--- config.mk ---
export PLATFORM = sky130hd
export DESIGN_NAME = regfile_bypass
export DESIGN_NICKNAME = d
export VERILOG_FILES = /design/src/rtl/regfile_bypass.sv
export SDC_FILE = /design/constraint.sdc
export NUM_CORES = 2
export LEC_CHECK = 0
export BUFFER_PORTS_ARGS = -buffer_cell sky130_fd_sc_hd__buf_4
export CORE_ASPECT_RATIO = 0.9
export CORE_UTILIZATION = 39
export CTS_CLUSTER_SIZE = 12
export DETAILED_ROUTE_END_ITERATION = 7
export HOLD_SLACK_MARGIN = 0.1
export PLACE_DENSITY = 0.62
export SLEW_MARGIN = 25
export SYNTH_ARGS = -nofsm -noshare
export SYNTH_HDL_FRONTEND = slang
export SYNTH_SLANG_ARGS = --single-unit
--- constraint.sdc ---
create_clock -name clk -period 6.2 [get_ports clk]
set_clock_uncertainty 0.1 [all_clocks]
set_input_delay 0.93 -clock clk [delete_from_list [all_inputs] [get_ports clk]]
set_output_delay 0.93 -clock clk [all_outputs]
set_load 0.02 [all_outputs]
--- src/rtl/regfile_bypass.sv ---
// Two-read, one-write register file with async clear, optional zero register,
// optional write-to-read forwarding and a per-register busy scoreboard.
module regfile_bypass #(
    parameter int unsigned     WIDTH     = 32,
    parameter int unsigned     ADDR_W    = 5,
    parameter bit              ZERO_REG  = 1'b1,
    parameter bit              BYPASS    = 1'b1,
    parameter logic [WIDTH-1:0] RESET_VAL = '0
) (
    input  logic              clk,
    input  logic              rst_n,
    input  logic              WE,
    input  logic [ADDR_W-1:0] RW,
    input  logic [WIDTH-1:0]  busW,
    input  logic [ADDR_W-1:0] RA,
    input  logic [ADDR_W-1:0] RB,
    output logic [WIDTH-1:0]  busA,
    output logic [WIDTH-1:0]  busB,
    input  logic              SET,
    input  logic [ADDR_W-1:0] SA,
    output logic              busyA,
    output logic              busyB
);

    localparam int unsigned DEPTH = 1 << ADDR_W;

    logic [WIDTH-1:0] regs_q [DEPTH];
    logic [DEPTH-1:0] busy_q;
    logic [DEPTH-1:0] busy_d;
    logic             wr_ok;
    logic             set_ok;
    logic             fwd;

    assign wr_ok  = WE  && !(ZERO_REG && (RW == '0));
    assign set_ok = SET && !(ZERO_REG && (SA == '0));
    // rst_n gates forwarding so outputs show the cleared state during reset
    assign fwd    = BYPASS && rst_n && wr_ok;

    always_comb begin
        busy_d = busy_q;
        if (wr_ok)  busy_d[RW] = 1'b0;
        if (set_ok) busy_d[SA] = 1'b1;
    end

    always_ff @(posedge clk or negedge rst_n) begin
        if (!rst_n) begin
            for (int unsigned i = 0; i < DEPTH; i++) begin
                regs_q[i] <= RESET_VAL;
            end
            busy_q <= '0;
        end else begin
            if (wr_ok) regs_q[RW] <= busW;
            busy_q <= busy_d;
        end
    end

    always_comb begin
        busA  = regs_q[RA];
        busB  = regs_q[RB];
        busyA = busy_q[RA];
        busyB = busy_q[RB];
        if (fwd && (RA == RW)) begin
            busA = busW;
            if (!(SET && (SA == RA))) busyA = 1'b0;
        end
        if (fwd && (RB == RW)) begin
            busB = busW;
            if (!(SET && (SA == RB))) busyB = 1'b0;
        end
        if (ZERO_REG && (RA == '0)) begin
            busA  = '0;
            busyA = 1'b0;
        end
        if (ZERO_REG && (RB == '0)) begin
            busB  = '0;
            busyB = 1'b0;
        end
    end

endmodule

==> metrics.txt <==
core area 0.144 mm2; WHS Path Cells 0; depth of the most critical reg-to-reg path 1; Synth cell types 54; fillers between 10k and 15k; arrival time of the worst setup path 4.44 ns; Nets 4020; sequential share of power about 47%; post-synth net total 4117; synth warn 0; synthesized cell area approximately 0.057 mm2; GRT Residual Overflow 0; CTS buffer count around 110; share of cells above drive strength 1 48.4%; RSZ-0062 raised after global routing no; initial core utilization 39.4%; Clock Power Share between 30% and 40%; Max Clk Rate 183 MHz; flop2flop setup slack roughly 5.3 ns; Async S/R FF share, synth 100%; pwr dens 312 mW/mm2; Ports 122; sequential cell area 0.0264 mm2; total via count in the routed design between 30k and 40k; number of remaining DRC errors 0; Switch Pwr ~0.0056 W; TritonCTS clock tree built; worst vdd ir 0.239 mV; register area share after synthesis 46.5%; Hold Crit Start regs_q[998]; switching share of total power about 28%; final setup vio count 0; Synth-to-Final Area Change 10.8%; IO Port Bufs 121; clock root buffer clkbuf_16; Die Y-Extent 364 um; Yosys reg bits ~1.1k; die area 0.147 mm2; CP Capture Type primary output; Post-synth EDFFs 0; most frequent cell after synthesis mux2_2; Int Pwr 0.0141 W; Req. time, crit path 5.17 ns; die width between 400 and 500 um; CTS resizes 0; worst-path fanout max 60; commonest cells in the netlist mux2_2, dfrtp_1, mux4_2; Avg Cell Area, Syn 14.0 um2; max cap viols 0; HP Class reg2reg; post-DP HPWL between 100 and 150 mm; Tmin final 5.47 ns; Worst Tran Pin Value 1.14 ns; Synth area leader dfrtp_1; final antenna-violating net count 0; vias per cell about 6.5; clock transition at the registers of the reported paths 0.06 ns; Worst slew margin 23.8%; first-pass GRT wire length 279 mm; final number of max-transition violations 0; H-tree depth 3; Synth area leaders dfrtp_1, mux2_2, mux4_2; Leak 27.2 nW; WHS 0.300 ns; critical path type in2out; placer congestion estimate 0.865; setup TNS 0 ns; status finished clean; Gate power share a little over a fifth; final worst-path cycle share 88.2%; r2r startpoint regs_q[249]; Post-CTS Setup Bufs 0; cts hold-fix bufs 1; hold endpoint regs_q[998]; Clk Latency, worst-skew pair approximately 0.73 ns; crit start category input pin; wire length after detailed routing ~190 mm; gr usage total approximately 26%; vias in the first global route 38.4k; first-iteration detailed-routing DRC count 4358; num rows between 100 and 150; Hold Vio Cnt, Final 0; reg2reg end regs_q[249]; Synth Flop Type dfrtp_1; drt wl/cell roughly 32 um; Pre-antenna DRT Iters 6; Yosys top cell area share 46.5%; initial antenna violation count 10; clock sink total 1056; clock tree buffer depth 3; area of the multi-input gates 0.0286 mm2; Post-Syn Instances 4061; largest net degree at the start of global routing 154
how the worst max path moves through the flow:
| stage | startpoint | end | slack (ns) | depth (start not counted) |
|---|---|---|---|---|
| after floorplan | RA[0] | busA[5] | 2.31 | 8 |
| after global placement | RA[4] | busA[26] | 1.09 | 7 |
| after detailed placement | RA[4] | busA[26] | 1.05 | 7 |
| after CTS | rst_n | busA[4] | 0.86 | 7 |
| after global routing | rst_n | busA[4] | 0.71 | 7 |
| final | rst_n | busA[4] | 0.73 | 7 |
layer usage:
| metal | global-route usage (%) | up-vias | wire [um] | share of wire, % |
|---|---|---|---|---|
| li1 | - | 15400 | - | - |
| met2 | 37.0 | 1930 | 81800 | 43 |
| met4 | 8.02 | 8 | 6530 | 3.4 |
| met3 | 7.22 | 395 | 19000 | 9.9 |
| met1 | 38.0 | 21000 | 83900 | 44 |
| met5 | 0 | - | 58 | 0.030 |
kinds of logic after synthesis:
kind of cell	count (synthesis)	synth area share, %
AO/OA/AOI/OAI	519	6.07
flip-flops	1056	46.5
multiplexers	1685	40.8
AND/OR/NAND/NOR	312	2.73
buffers and inverters	469	3.65
XOR/XNOR	20	0.308
power groups by stage:
stage,Clock [W],Sequential [W],Combinational (W)
global placement,0,0.00913,0.00415
floorplan,0,0.00891,0.00316
global route,0.00665,0.00931,0.00451
CTS,0.00637,0.00909,0.00423
finish,0.00629,0.00914,0.00424
detailed placement,0,0.00921,0.00421
layout make-up:
| class | count | area share, % |
|---|---|---|
| Timing Repair Buffer | 264 | 3.60 |
| Tap cell | 1943 | 3.86 |
| Multi-Input combinational cell | 2536 | 45.5 |
| Inverter | 1 | 0.00596 |
| Clock inverter | 15 | 0.310 |
| Sequential cell | 1056 | 41.9 |
| Clock buffer | 151 | 4.81 |
| Antenna cell | 6 | 0.0238 |
flip-flops by register name (all words and copies together) (netlist names):
register,flops
regs_q,1024
busy_q,32
metrics by stage:
step | worst slack, ns | instance area [um2] | utilization, % | instances | power, W
after CTS | 0.859 | 63000 | 43.6 | 5965 | 0.0197
after detailed placement | 1.05 | 59700 | 41.4 | 5798 | 0.0134
after global routing | 0.711 | 63000 | 43.6 | 5968 | 0.0205
after floorplan | 2.31 | 56900 | - | 4061 | 0.0121
after global placement | 1.09 | 59600 | 41.3 | 5794 | 0.0133
final | 0.729 | 63000 | 43.7 | 5972 | 0.0197
critical path: stages:
cell and delay, ns:
dlygate4sd3_1 0.59, buf_8 0.39, o311a_1 0.49, nand4_1 0.57
o21a_1 0.28, a221oi_1 0.85, buf_4 0.28
placed cells by master (no fill, tap or decap), types with 8 or more instances in the layout:
cell type  instances
clkbuf_8          19
mux2i_1          190
clkbuf_1          25
nor4_1            36
nor2_1           127
a221o_1            9
or3_1             15
a22o_1            11
dfrtp_1         1056
a2111oi_0         15
a21oi_1           64
mux4_2           396
nor2_4            12
mux2_2          1095
o211ai_1          31
o21ai_0           86
xor2_1            14
nand2_2            8
buf_12            13
nand2_4            9
o21a_1            39
nand2_1           30
o22ai_1          151
nor3_1            13
a221oi_1          49
clkbuf_16        107
a22oi_1           46
buf_4            236
(Power assumes the default switching activity.)
